--- src/rtl/fp16_vadd_pipe.sv ---
// fp16_vadd_pipe: LANES-wide, two-stage pipelined FP16 vector adder with valid/ready flow control.
// Optional feature macro VADD_SUB_EN adds the Op port (0 = A+B, 1 = A-B); without it the block only adds.
// Ports: Clk2 (clock), Rst (sync, active-high), In_valid/In_ready with A/B[/Op] in,
//        Sum/Overflow/Out_valid with Out_ready out, Ovf_sticky with its clear Clr_ovf.
module fp16_vadd_pipe #(
   parameter int LANES     = 4,
   parameter int STALL_OUT = 1
) (
   input  logic                Clk2,
   input  logic                Rst,
   input  logic                In_valid,
   output logic                In_ready,
   input  logic [16*LANES-1:0] A,
   input  logic [16*LANES-1:0] B,
`ifdef VADD_SUB_EN
   input  logic                Op,
`endif
   output logic [16*LANES-1:0] Sum,
   output logic [LANES-1:0]    Overflow,
   output logic                Out_valid,
   input  logic                Out_ready,
   output logic                Ovf_sticky,
   input  logic                Clr_ovf
);
   logic adv, sub, s1_valid_q, s2_valid_q, sticky_q;
`ifdef VADD_SUB_EN
   assign sub = Op;
`else
   assign sub = 1'b0;
`endif
   assign adv        = (STALL_OUT == 0) || !s2_valid_q || Out_ready;
   assign In_ready   = adv;
   assign Out_valid  = s2_valid_q;
   assign Ovf_sticky = sticky_q;
   function automatic logic [3:0] lzc14(input logic [13:0] v);
      lzc14 = 4'd14;
      for (int i = 0; i < 14; i++)
         if (v[i]) lzc14 = 4'(13 - i);
   endfunction
   always_ff @(posedge Clk2) begin
      if (Rst) begin
         s1_valid_q <= 1'b0;
         s2_valid_q <= 1'b0;
         sticky_q   <= 1'b0;
      end else begin
         if (adv) begin
            s1_valid_q <= In_valid;
            s2_valid_q <= s1_valid_q;
         end
         // a set in the same cycle as a clear wins
         sticky_q <= (s2_valid_q && Out_ready && |Overflow) || (sticky_q && !Clr_ovf);
      end
   end
   for (genvar k = 0; k < LANES; k++) begin : g_lane
      logic [15:0] a, b;
      logic        sa, sb, a_ge, eq, stk;
      logic [4:0]  ea, eb, exl, exs, d;
      logic [10:0] ml, ms;
      logic [13:0] ext, sh;
      logic        s1_sign_d, s1_inf_d, s1_sign_q, s1_inf_q;
      logic [4:0]  s1_exp_d, s1_exp_q;
      logic [14:0] s1_raw_d, s1_raw_q;
      logic [3:0]  lz;
      logic [4:0]  shn, exn, enc;
      logic [13:0] m;
      logic        rup, ovf_d, ovf_q;
      logic [14:0] r;
      logic [15:0] sum_d, sum_q;
      // Stage 1: denormals use exponent 1 with no hidden bit; the smaller operand is
      // aligned into {hidden, fraction, guard, round, sticky}.
      always_comb begin
         a         = A[16*k +: 16];
         b         = B[16*k +: 16];
         sa        = a[15];
         sb        = b[15] ^ sub;
         a_ge      = a[14:0] >= b[14:0];
         eq        = a[14:0] == b[14:0];
         ea        = a[14:10] | {4'd0, ~|a[14:10]};
         eb        = b[14:10] | {4'd0, ~|b[14:10]};
         exl       = a_ge ? ea : eb;
         exs       = a_ge ? eb : ea;
         ml        = a_ge ? {|a[14:10], a[9:0]} : {|b[14:10], b[9:0]};
         ms        = a_ge ? {|b[14:10], b[9:0]} : {|a[14:10], a[9:0]};
         d         = exl - exs;
         ext       = {ms, 3'b000};
         sh        = ext >> d;
         stk       = |(ext & ~(14'h3FFF << d));
         s1_raw_d  = (sa ^ sb) ? {1'b0, ml, 3'b000} - {1'b0, sh[13:1], sh[0] | stk}
                               : {1'b0, ml, 3'b000} + {1'b0, sh[13:1], sh[0] | stk};
         s1_exp_d  = exl;
         s1_inf_d  = &a[14:10] || &b[14:10];
         // an exact zero is negative only when both inputs are negative
         s1_sign_d = &a[14:10] ? sa : &b[14:10] ? sb : eq ? sa & sb : a_ge ? sa : sb;
      end
      // Stage 2: the left shift stops at exponent 1 so tiny results stay denormal;
      // adding the round-up into {exponent, fraction} carries straight into the exponent.
      always_comb begin
         lz    = lzc14(s1_raw_q[13:0]);
         shn   = ({1'b0, lz} < s1_exp_q) ? {1'b0, lz} : s1_exp_q - 5'd1;
         m     = s1_raw_q[14] ? {s1_raw_q[14:2], |s1_raw_q[1:0]} : s1_raw_q[13:0] << shn;
         exn   = s1_raw_q[14] ? s1_exp_q + 5'd1 : s1_exp_q - shn;
         enc   = m[13] ? exn : 5'd0;
         rup   = m[2] && (m[1] || m[0] || m[3]);
         r     = {enc, m[12:3]} + {14'd0, rup};
         ovf_d = s1_inf_q || &enc || &r[14:10];
         sum_d = ovf_d ? {s1_sign_q, 5'h1F, 10'h000} : {s1_sign_q, r};
      end
      always_ff @(posedge Clk2) begin
         if (adv && In_valid) begin
            s1_sign_q <= s1_sign_d;
            s1_inf_q  <= s1_inf_d;
            s1_exp_q  <= s1_exp_d;
            s1_raw_q  <= s1_raw_d;
         end
         if (Rst) begin
            sum_q <= 16'h0000;
            ovf_q <= 1'b0;
         end else if (adv && s1_valid_q) begin
            sum_q <= sum_d;
            ovf_q <= ovf_d;
         end
      end
      assign Sum[16*k +: 16] = sum_q;
      assign Overflow[k]     = ovf_q;
   end
endmodule
--- config.mk ---
export PLATFORM = sky130hd
export DESIGN_NAME = fp16_vadd_pipe
export DESIGN_NICKNAME = d
export VERILOG_FILES = /design/src/rtl/fp16_vadd_pipe.sv
export SDC_FILE = /design/constraint.sdc
export NUM_CORES = 1
export LEC_CHECK = 0
export CAP_MARGIN = 20
export CORE_ASPECT_RATIO = 2
export CORE_MARGIN = 2
export CORE_UTILIZATION = 45
export DETAILED_ROUTE_END_ITERATION = 8
export PLACE_DENSITY_LB_ADDON = 0.1
export SYNTH_ARGS = -nofsm -noshare
export SYNTH_HDL_FRONTEND = slang
export SYNTH_SLANG_ARGS = --single-unit
export TNS_END_PERCENT = 20
--- constraint.sdc ---
create_clock -name Clk2 -period 17 [get_ports Clk2]
set_input_delay 3.4 -clock Clk2 [delete_from_list [all_inputs] [get_ports Clk2]]
set_output_delay 3.4 -clock Clk2 [all_outputs]
set_load 0.03 [all_outputs]
==> results.txt <==
- The flow ran to the end, and the final reports show no timing, DRC or antenna violations.
- In this run the tool buffered the top-level ports with slightly above 200 buffer cells.
- Top cell type's share of synthesized area: 0.111
* Critical Path Sink Type: flop
* Maximum ir drop on the vdd rail: between 0.00008 and 0.00009 V
* Average via count per standard cell: 6.32
- Placed cell area: 0.0262 mm²
- After floorplanning, the core was sized to cover approximately 0.052 mm².
- CP Class: in2reg
- CTS tree: done
- Later-pin clock latency in the skew report: between 0.4 and 0.5 ns
* Global-route wire length before repair: approximately 140,000 µm
* Number of synthesis warnings: 0
* Maximum Capacitance Violations: 0
* Reg2Reg Setup Slack: 9.80 ns
* Post-route standard cell area excluding fillers: 0.0268 mm²
- Crit path largest cell delay: roughly 0.70 ns
* Critical path data required time: 17.22 ns
- The number of antenna violations at the first check in global routing is 11.
- Most frequent cell after synthesis: sky130_fd_sc_hd__nand2_1
- Power after layout: about 3.2 mW
* Vias: between 20,000 and 30,000
- Die Y-Extent: 329 µm
* Total wire length after detailed routing: ~90,000 µm
* Routed wire per std cell: between 20 and 25 µm
- Antenna viol nets, final: 0
- In this design, the critical path's most frequently occurring cell is sky130_fd_sc_hd__nor2_1.
- At the placement stage, the worst setup path has a slack of approximately 5.1 ns.
* Fraction of registers with async set or reset after synthesis: 0
* Leading register cell type out of synthesis: sky130_fd_sc_hd__edfxtp_1
- Reg-to-Reg Start: g_lane[0].s1_raw_q[13]$_DFFE_PP_
- Along the worst path, the maximum fanout reaches 29.
- Along the worst hold path, the cell count comes to 2.
* Number of ports placed on the die boundary: 204
* Leading post-synthesis cells by instance count: 367 x sky130_fd_sc_hd__nand2_1, 301 x sky130_fd_sc_hd__nor2_1, 247 x sky130_fd_sc_hd__a21oi_1
* Cell types occupying the most area after synthesis: sky130_fd_sc_hd__edfxtp_1 11%, sky130_fd_sc_hd__ha_1 11%, sky130_fd_sc_hd__dfxtp_1 6.0%
- In this run the post-CTS setup repair buffer count came out at 0.
- The startpoint identified for the worst hold timing path is g_lane[1].sum_q[3]$_SDFFE_PP0P_.
- Post-route minimum period: about 11 ns
* Max Clock Freq: about 90 MHz
* Clk slew on worst S/H paths: 0.08 ns
* Global route overflow: 0
- After routing, the total negative slack on setup checks comes to 0 ns.
- Detailed placement ended at an HPWL of approximately 73,000 µm.
- Setup repair after global routing missed its margin: false
- Number of setup violations in the final report: 0
- The die covers 0.0547 mm².
- Worst slew margin relative to its limit: 0.276
- Total leakage power: 11.3 nW
- Data arrives at the worst endpoint at about 12 ns.
* Vias in the first global route: about 25,000
* Syn Std Cell Area: about 0.024 mm²
* Global-route total usage across every layer: 0.316
* Largest net degree at the start of global routing: 57
- Transition at the pin with the smallest max-transition slack: between 1 and 1.5 ns
- Seq cells post-synth: 159
- Fin nets: 3,672
* Number of standard cells after synthesis: about 3,200
- Yosys mapped a number of flops with a built-in enable equal to roughly 90.
* Area growth from synthesis to final layout: 13.1%
- Hold repair after CTS inserted 0 buffers.
- Synth Area per Inst: 7.36 µm²
- Netlist cell types: 104
- PwrDens: approximately 120 mW/mm²
- Proportion of layout cells with a drive suffix above 1: 0.0607
* FF-to-FF End: g_lane[0].sum_q[3]$_SDFFE_PP0P_
- The number of slew-limit violations in the final report came to 0.
- The number of hold violations in the final report is 0.
* Overall die width: about 170 µm
- Sink Count: 159
* Largest delay share family, worst path: simple AND/OR/NAND/NOR gates
- Number of CTS-inserted buffers: 17
- After detailed routing, the number of remaining DRC violations is 0.
* Number of gates resized after CTS: 0
- For this configuration, the core starts out at a cell density of 0.453.
* Worst clock skew: roughly 0.012 ns
- Number of H-tree levels: 4
* Endpoint, Worst Hold: g_lane[1].sum_q[3]$_SDFFE_PP0P_
- Post-layout utilization of the core: 0.512
- The biggest area contributor in the post-synthesis netlist is sky130_fd_sc_hd__edfxtp_1.
- Sequential-to-total area share from yosys stat: 0.171
- The first routing iteration left 1,712 violations.
- Class of the tightest hold or removal check: reg2reg
- Setup slack after layout: ~5.6 ns
- Row generation in the floorplan step produced roughly 120 rows.
- Max Root-Sink Buffers: 2
- Together, buffers and inverters on the worst path number 6.
- Gp weighted congestion: around 1.0
- The worst setup path is launched from an input pin.
- In the finished design, the share of the clock period the worst path needs comes to 0.673.
- Count of TritonRoute iterations in the first routing pass: 8
- Slowest cell on crit path: sky130_fd_sc_hd__nor4_1
* Number of nets produced by synthesis: about 3,600
- Worst r2r path cells: 20
- The tree is rooted in a sky130_fd_sc_hd__clkbuf_16.
## cell usage in the layout, fill, tap and decap left out, drive strengths merged, types with 36 or more instances in the layout
cell type	n
o21ai	231
dfxtp	71
xor2	42
nand3	102
nand2	367
edfxtp	88
nor3	99
a21oi	248
nand2b	47
clkdlybuf4s50	202
inv	246
and3	36
a211oi	50
ha	200
a21o	41
nor2	303
mux2i	130
xnor2	86
## layout make-up
cell class / count / area (µm²)
Clock buffer: 17 / 425
Inverter: 241 / 905
Tap cell: 665 / 832
Antenna cell: 2 / 5.00
Sequential cell: 159 / 4060
Fill cell: 5243 / 25600
Timing Repair Buffer: 232 / 2260
Clock inverter: 15 / 144
Multi-Input combinational cell: 2680 / 18200
## power breakdown
group	internal, mW	switching, mW
Combinational	0.843	1.33
Sequential	0.505	0.124
Clock	0.195	0.201
Total	1.54	1.66
## how the worst max path moves through the flow
stage	from	endpoint	slack, ns	cells after the start
global route	B[60]	g_lane[3].s1_raw_q[13]$_DFFE_PP_	4.87	37
CTS	B[60]	g_lane[3].s1_raw_q[13]$_DFFE_PP_	5.60	37
finish	B[60]	g_lane[3].s1_raw_q[13]$_DFFE_PP_	5.56	37
floorplan	B[29]	g_lane[1].s1_raw_q[10]$_DFFE_PP_	6.81	35
detailed placement	B[60]	g_lane[3].s1_raw_q[13]$_DFFE_PP_	5.10	37
global placement	B[60]	g_lane[3].s1_raw_q[13]$_DFFE_PP_	5.27	37
## routing by layer
metal / vias to the layer above / global-route usage / routed length (µm)
li1: 12100 / - / -
met1: 11900 / 0.272 / 28600
met2: 896 / 0.659 / 51000
met3: 337 / 0.0426 / 3650
met4: 18 / 0.207 / 6190
met5: - / 0 / 115
## flip-flops by register name, summed over array words and instances, names as in the netlist
signal / cells
g_lane.s1_sign_q: 4
g_lane.ovf_q: 4
g_lane.s1_raw_q: 60
g_lane.sum_q: 64
Ovf_sticky: 1
Out_valid: 1
g_lane.s1_inf_q: 4
g_lane.s1_exp_q: 20
s1_valid_q: 1
## cells by family after synthesis
group,after synthesis,synth area share
simple gates,1191,0.240
compound gates,966,0.272
mux,187,0.0942
flops,159,0.171
xor+xnor,128,0.0472
fa+ha+maj,208,0.112
buf+inv,386,0.0630
## worst register-to-register path, delay by kind of cell (launching register included)
family	cells	cell delay, ns
adders and majority gates	3	1.19
DFF	1	0.55
buffers and inverters	2	0.58
muxes	1	0.32
AOI/OAI and AO/OA	5	2.18
and+or+nand+nor	9	2.26
## stage by stage
stage               std cells  hold slack (ns)
global placement         3975            0.434
detailed placement       3975            0.442
floorplan                3225            0.455
global route             4011            0.476
finish                   4011            0.446
CTS                      4007            0.452
No activity file was read; power rests on OpenSTA's default activity.
